--- src/rtl/mips_multicycle_ctrl.sv ---
// Multicycle MIPS control unit: sequences fetch/decode/execute/memory/writeback
// over a shared datapath, with a memory wait-state timeout and sticky fault.
module mips_multicycle_ctrl #(
  parameter int unsigned MEM_TIMEOUT = 15,
  parameter int unsigned TO_W        = 4
) (
  input  logic       clk,
  input  logic       rst_n,
  input  logic [5:0] opcode,
  input  logic       mem_ready,
  output logic       PCWrite,
  output logic       Branch,
  output logic       BranchNe,
  output logic       IorD,
  output logic       MemRead,
  output logic       MemWrite,
  output logic       IRWrite,
  output logic       MemtoReg,
  output logic       RegDst,
  output logic       RegWrite,
  output logic       ALUSrcA,
  output logic [1:0] ALUSrcB,
  output logic [1:0] ALUOp,
  output logic [1:0] PCSource,
  output logic [3:0] state,
  output logic       fault
);

  typedef enum logic [3:0] {
    S_IDLE   = 4'd0,
    S_FETCH  = 4'd1,
    S_DECODE = 4'd2,
    S_MEMADR = 4'd3,
    S_MEMRD  = 4'd4,
    S_MEMWB  = 4'd5,
    S_MEMWR  = 4'd6,
    S_RTYPE  = 4'd7,
    S_RWB    = 4'd8,
    S_BRANCH = 4'd9,
    S_JUMP   = 4'd10,
    S_ADDI   = 4'd11,
    S_IWB    = 4'd12,
    S_FAULT  = 4'd15
  } state_t;

  localparam logic [5:0] OP_RTYPE = 6'h00;
  localparam logic [5:0] OP_LW    = 6'h23;
  localparam logic [5:0] OP_SW    = 6'h2B;
  localparam logic [5:0] OP_BEQ   = 6'h04;
  localparam logic [5:0] OP_BNE   = 6'h05;
  localparam logic [5:0] OP_J     = 6'h02;
  localparam logic [5:0] OP_ADDI  = 6'h08;

  // Counter holds the number of stall cycles already spent; the stall that
  // would make it MEM_TIMEOUT is the one that faults.
  localparam logic [TO_W-1:0] TO_LAST = TO_W'(MEM_TIMEOUT - 1);

  state_t          cur;
  state_t          nxt;
  logic [TO_W-1:0] wait_cnt;
  logic            fault_q;
  logic            stalling;

  always_comb begin
    nxt      = cur;
    stalling = 1'b0;
    case (cur)
      S_IDLE:   nxt = S_FETCH;
      S_FETCH:  if (mem_ready) nxt = S_DECODE;
      S_DECODE: begin
        case (opcode)
          OP_RTYPE:      nxt = S_RTYPE;
          OP_LW, OP_SW:  nxt = S_MEMADR;
          OP_BEQ, OP_BNE: nxt = S_BRANCH;
          OP_J:          nxt = S_JUMP;
          OP_ADDI:       nxt = S_ADDI;
          default:       nxt = S_FAULT;
        endcase
      end
      S_MEMADR: begin
        if (opcode == OP_LW)      nxt = S_MEMRD;
        else if (opcode == OP_SW) nxt = S_MEMWR;
        else                      nxt = S_FAULT;
      end
      S_MEMRD:  if (mem_ready) nxt = S_MEMWB;
      S_MEMWB:  nxt = S_FETCH;
      S_MEMWR:  if (mem_ready) nxt = S_FETCH;
      S_RTYPE:  nxt = S_RWB;
      S_RWB:    nxt = S_FETCH;
      S_BRANCH: nxt = S_FETCH;
      S_JUMP:   nxt = S_FETCH;
      S_ADDI:   nxt = S_IWB;
      S_IWB:    nxt = S_FETCH;
      S_FAULT:  nxt = S_FAULT;
      default:  nxt = S_FAULT;
    endcase
    stalling = ((cur == S_FETCH) || (cur == S_MEMRD) || (cur == S_MEMWR)) && !mem_ready;
    if (stalling && (wait_cnt == TO_LAST)) nxt = S_FAULT;
  end

  always_ff @(posedge clk or negedge rst_n) begin
    if (!rst_n) begin
      cur      <= S_IDLE;
      wait_cnt <= '0;
      fault_q  <= 1'b0;
    end else begin
      cur <= nxt;
      if (nxt != cur)    wait_cnt <= '0;
      else if (stalling) wait_cnt <= wait_cnt + 1'b1;
      if (nxt == S_FAULT) fault_q <= 1'b1;
    end
  end

  // Decoded from the registered state (plus mem_ready in FETCH) so that an
  // asynchronous reset drops every write enable without waiting for a clock.
  always_comb begin
    PCWrite  = 1'b0;
    Branch   = 1'b0;
    BranchNe = 1'b0;
    IorD     = 1'b0;
    MemRead  = 1'b0;
    MemWrite = 1'b0;
    IRWrite  = 1'b0;
    MemtoReg = 1'b0;
    RegDst   = 1'b0;
    RegWrite = 1'b0;
    ALUSrcA  = 1'b0;
    ALUSrcB  = 2'b00;
    ALUOp    = 2'b00;
    PCSource = 2'b00;
    case (cur)
      S_FETCH: begin
        MemRead = 1'b1;
        ALUSrcB = 2'b01;
        IRWrite = mem_ready;
        PCWrite = mem_ready;
      end
      S_DECODE: ALUSrcB = 2'b11;
      S_MEMADR: begin
        ALUSrcA = 1'b1;
        ALUSrcB = 2'b10;
      end
      S_MEMRD: begin
        MemRead = 1'b1;
        IorD    = 1'b1;
      end
      S_MEMWB: begin
        RegWrite = 1'b1;
        MemtoReg = 1'b1;
      end
      S_MEMWR: begin
        MemWrite = 1'b1;
        IorD     = 1'b1;
      end
      S_RTYPE: begin
        ALUSrcA = 1'b1;
        ALUOp   = 2'b10;
      end
      S_RWB: begin
        RegWrite = 1'b1;
        RegDst   = 1'b1;
      end
      S_BRANCH: begin
        ALUSrcA  = 1'b1;
        ALUOp    = 2'b01;
        PCSource = 2'b01;
        Branch   = (opcode == OP_BEQ);
        BranchNe = (opcode == OP_BNE);
      end
      S_JUMP: begin
        PCWrite  = 1'b1;
        PCSource = 2'b10;
      end
      S_ADDI: begin
        ALUSrcA = 1'b1;
        ALUSrcB = 2'b10;
      end
      S_IWB: RegWrite = 1'b1;
      default: ;
    endcase
  end

  assign state = cur;
  assign fault = fault_q;

endmodule
--- config.mk ---
export PLATFORM = sky130hd
export DESIGN_NAME = mips_multicycle_ctrl
export DESIGN_NICKNAME = d
export VERILOG_FILES = /design/src/rtl/mips_multicycle_ctrl.sv
export SDC_FILE = /design/constraint.sdc
export NUM_CORES = 1
export LEC_CHECK = 0
export ABC_AREA = 1
export CORE_MARGIN = 2
export CORE_UTILIZATION = 45
export CTS_CLUSTER_SIZE = 12
export DETAILED_ROUTE_END_ITERATION = 6
export HOLD_SLACK_MARGIN = 0.1
export PLACE_DENSITY = 0.75
export SLEW_MARGIN = 20
export SYNTH_ARGS = -nofsm -noshare
export SYNTH_HDL_FRONTEND = slang
export SYNTH_SLANG_ARGS = --single-unit
--- constraint.sdc ---
create_clock -name clk -period 1.6 [get_ports clk]
set_input_delay 0.32 -clock clk [delete_from_list [all_inputs] [get_ports clk]]
set_output_delay 0.32 -clock clk [all_outputs]
set_load 0.005 [all_outputs]
==> results of run 1 <==
==> cell usage after synthesis (3+ instances only) <==
library cell  instances
dfrtp_1               9
inv_1                27
inv_2                 3
nand2_1              44
nand3_1              17
nand3_2               3
nand4_1               4
nor2_1               27
nor2_2                6
nor3_1                4
xor2_1                3
==> metrics by stage <==
step	hold slack (ps)	setup WS, ps	std cells	utilization [%]	TNS (ps)
after detailed placement	477	-504	252	78.4	-6050
after CTS	358	-216	276	95.3	-2180
after floorplan	24.4	83.4	159	-	0
after global placement	448	-419	252	78.4	-5060
==> cells by family after synthesis <==
logic type | Yosys count | share of synthesized area, %
DFF | 9 | 24.1
AOI/OAI and AO/OA | 2 | 1.07
buffers and inverters | 31 | 12.9
adders and majority gates | 2 | 2.68
and+or+nand+nor | 112 | 56.5
xor gates and xnor gates | 3 | 2.81
==> what timing repair did <==
item | 4_1_cts
pin swaps | 38
setup endpoints to repair | 28
setup buffers | 21
gates resized for setup | 118
==> implementation parameters, run 1 <==
Parameter                              Value

Yosys
  Fraction of synthesized cell area taken by the top area cell type ... 24.1%
  Total number of yosys warnings ... 0
  Share of the yosys chip area belonging to registers ... around a quarter
  Number of synthesized flops with an enable pin ... 0
  Post-synth net total ... 170
  Number of standard cells after synthesis ... about 160
  Top post-synthesis cells by area ... dfrtp_1 24%, nand2_1 18%, inv_1 11%
  Count of unique library cells instantiated by Yosys ... 18
  Library cell occupying the most area in the post-synthesis netlist ... dfrtp_1
  Most used flip-flop cell after synthesis ... dfrtp_1
  Avg Inst Size Synth ... slightly below 6 um2
  Cell area after synthesis ... slightly above 900 um2
  Flops & latches, synth ... 9
  Fraction of synthesis flops using an asynchronous set or reset pin ... between 90% and 100%

Placed design
  Dpl cell area ... 1540 um2
  Port bufs ... 30
  HPWL after detailed placement ... around 2500 um
  Final RePlAce weighted congestion ... 0.865

Clocking
  Sink count of the clock tree ... 9
  Number of buffers added to fix hold violations after cts ... 0
  Maximum clock insertion buffer count ... 2
  Number of levels the H-tree was split into ... 1
  Number of buffers inserted during clock tree synthesis ... 3
  Clk Tree Root Cell ... clkbuf_4

STA
  Worst EP post-GRT repair ... wait_cnt[2]$_DFFE_PN0P_/D
  Type of the worst endpoint after the last repair ... sequential cell input

Floorplanning
  Initial Utilization ... 47.6%
  I/O pin count ... 31
  Width of the die ... roughly 50 um
  Die H ... ~50 um
  Row count ... 16

Outcome
  Stage at which the run stopped ... global routing
  Status ... aborted with a tool error
  Tool error ... [ERROR DPL-0038] Utilization greater than 100%, impossible to legalize

Global route
  Largest net degree at the start of global routing ... 10
==> run 2: changes to the inputs <==
Settings changed: CORE_AREA set to 2 2 63 65, CORE_MARGIN 2 to unset, CORE_UTILIZATION 45 to unset, CTS_CLUSTER_SIZE 12 to unset, DIE_AREA set to 0 0 65 67, HOLD_SLACK_MARGIN 0.1 to unset, PLACE_DENSITY 0.75 to unset, PLACE_DENSITY_LB_ADDON set to 0.15.
==> run 2 against run 1 <==
Compared with the run above: the flow now finishes, with violations (setup timing); synthesized area is the same; synthesized cell count is the same.
==> implementation parameters, run 2 <==
Parameter                              Value

Detailed routing
  First-iteration detailed-routing DRC count ... 17
  Remaining design rule violation count ... 0
  Post-DR vias/cell ... 4.36
  Total number of vias ... around 1300
  Routed wire length per instance ... 12.0 um
  Detailed-routing iteration count for the pre-antenna-repair pass ... 4
  Final antenna-violating net count ... 0
  Final wirelength ... 3690 um

Floorplanning
  Core region area ... approximately 3600 um2
  Row count ... 22
  Die H ... between 60 and 70 um
  DIE AREA ... roughly 4400 um2
  Width of the die ... 65 um
  I/O pin count ... 31
  Initial Utilization ... approximately 26%

Critical path
  Critical path start-end classification ... reg2reg
  Highest cell delay on the worst timing path ... approximately 420 ps
  Slowest-stage cell, CP ... dfrtp_2
  Type of destination of the critical path ... register
  Maximum fanout along the worst path ... 4
  Cells on worst reg2reg path ... 14
  Crit path launch type ... register
  Cell chain of the critical path ... inv_2, buf_6, nand2_4, nor2_4, buf_4, nand2_4, nand2_2, nor2_4, nand2_4, nor2_4, nand2_1, nand2_1, nand2_2, nor3_2
  Worst endpoint data arrival time ... between 1500 and 2000 ps
  Critical path data required time ... between 1500 and 2000 ps

STA
  Min Clock Period, post-route ... approximately 1800 ps
  Final hold violation count ... 0
  Headroom to the max-slew limit ... between 70 and 80%
  Clock tree skew after final layout ... slightly above 2 ps
  Number of endpoints failing setup at the final stage ... 22
  Fin crit share ... 113%
  Setup TNS Final ... -2500 ps
  Highest clock rate ... around 560 MHz
  Worst slew pin tran ... about 410 ps
  RSZ-0062 raised after global routing ... true
  Tightest hold margin ... approximately 390 ps
  Fin worst setup slack ... -201 ps
  Final slew viol count ... 0

Global route
  Largest net degree at the start of global routing ... 10
  Layer with the highest usage ... met2
  Number of global-route vias before repair ... 1383
  Met1 track demand over resource ... 21.0%
  GR Layer Usage met3 ... between 1 and 1.5%
  Overall fraction of global-route tracks in use ... roughly 17%
  Total congestion overflow after global routing ... 0
  First-pass GRT wire length ... roughly 6000 um
  Met2 Use GR ... 33.8%
  Number of antenna violations at the first check in global routing ... 0

Layout
  Net count of the finished layout ... about 270
  Leading cell types in the layout, fill and taps excluded ... 44 x buf_4, 25 x nand2_1, 25 x buf_6
  Layout-stage area growth over the synthesis result ... 128%
  Final Cell Area ... roughly 2100 um2
  Ratio of cells with drive above 1 in the final layout ... approximately three fifths
  Most common library cell in the layout ignoring fill and taps ... buf_4
  Number of antenna cells inserted ... 0
  Post-layout util ... between 50% and 60%

Yosys
  Avg Inst Size Synth ... between 5 and 6 um2
  Library cell occupying the most area in the post-synthesis netlist ... dfrtp_1
  Most used flip-flop cell after synthesis ... dfrtp_1
  Fraction of synthesis flops using an asynchronous set or reset pin ... 100%
  Top post-synthesis cells by area ... dfrtp_1 24%, nand2_1 18%, inv_1 11%
  Top cell types by occurrence after synthesis ... 44 x nand2_1, 27 x inv_1, 27 x nor2_1, 17 x nand3_1, 9 x dfrtp_1
  Number of synthesized flops with an enable pin ... 0
  Fraction of synthesized cell area taken by the top area cell type ... about a quarter
  Flops & latches, synth ... 9
  Number of standard cells after synthesis ... approximately 160
  Cell area after synthesis ... 935 um2
  Leading cell type by number of instances after synthesis ... nand2_1
  Count of unique library cells instantiated by Yosys ... 18
  Post-synth net total ... 170
  Share of the yosys chip area belonging to registers ... 24.1%
  Total number of yosys warnings ... 0

Placed design
  Post-placement worst setup slack ... -465 ps
  Dpl cell area ... 1610 um2
  Port bufs ... 30
  HPWL after detailed placement ... about 2500 um
  Final RePlAce weighted congestion ... 0.902

Clocking
  CTS tree ... built
  Clock-pin transition on the worst setup and hold timing paths ... about 40 ps
  Clk_lat worst skew ... 230 ps
  Sink count of the clock tree ... 9
  Maximum clock insertion buffer count ... 2
  Number of buffers added to fix hold violations after cts ... 0
  Number of buffers inserted during clock tree synthesis ... 3
  Number of levels the H-tree was split into ... 1
  Clk Tree Root Cell ... clkbuf_8

Outcome
  Violated checks ... setup timing
  Status ... finished, violations left

Min path
  Type of the most critical hold path ... in2async

Job
  Total of max-cap violations ... 0

Power and ir drop
  Worst vdd ir ... ~390 uV
  Total leakage power ... between 1 and 1.5 nW
  PwrDens ... 260 nW/um2
[run 2: cell counts after synthesis]
Identical to the previous run, type by type.
[run 2: area by class of cell]
cell class	instances	area [um2]
multi-input cells	119	861
clock buffers	4	45.0
flip-flops and latches	9	229
fillers	343	1470
inverters	30	118
well taps	48	60.1
repair buffers	97	822
[run 2: power breakdown]
part	leakage (nW)	switching, mW	internal [mW]	total [mW]
registers	0.0987	0	0.228	0.228
logic	1.06	0.0358	0.0323	0.0680
clock network	0.0228	0.0849	0.173	0.258
[run 2: path summary, 6_finish.rpt]
kind / to / slack [ps] / startpoint
max: wait_cnt[2]$_DFFE_PN0P_ / -200 / state[3]$_DFF_PN0_
min: fault$_DFFE_PN0N_ / 390 / rst_n
max reg2reg: wait_cnt[2]$_DFFE_PN0P_ / -200 / state[3]$_DFF_PN0_
min reg2reg: fault$_DFFE_PN0N_ / 460 / fault$_DFFE_PN0N_
max in group asynchronous: state[3]$_DFF_PN0_ / 890 / rst_n
min in group clk: fault$_DFFE_PN0N_ / 460 / fault$_DFFE_PN0N_
[run 2: routing by layer]
layer	share of wire (%)	vias up	wire, um
met5	0	-	0
met2	54	28	2000
met4	1.0	0	37
met3	2.3	4	83
met1	43	614	1570
li1	-	693	-
[run 2: through the flow]
| step | total power, mW | cells |
|---|---|---|
| 6_report | 0.555 | 307 |
| 3_5_place_dp | 0.292 | 279 |
| 3_3_place_gp | 0.291 | 279 |
| 5_1_grt | 0.576 | 307 |
| 4_1_cts | 0.557 | 300 |
| 2_1_floorplan | 0.248 | 159 |
[run 2: kinds of logic (layout without fill, tap and decap cells)]
logic type	after synthesis	after routing	synth area share [%]
AO/OA/AOI/OAI	2	2	1.07
XOR/XNOR	3	3	2.81
adder cells (fa/ha/maj)	2	2	2.68
buffers and inverters	31	131	12.9
flip-flops	9	9	24.1
AND/OR/NAND/NOR	112	112	56.5
[run 2: critical path: cells and delay by family, from the launching register on]
kind	cells	cell delay, ps
buffers and inverters	3	330
and+or+nand+nor	11	940
DFF	1	420
[run 2: timing repair]
action / in CTS / in global routing
pin swaps: 32 / 17
buffers inserted: 17 / 7
resized for setup: 134 / 48
setup endpoints to repair: 28 / 26
(Power assumes the default switching activity.)
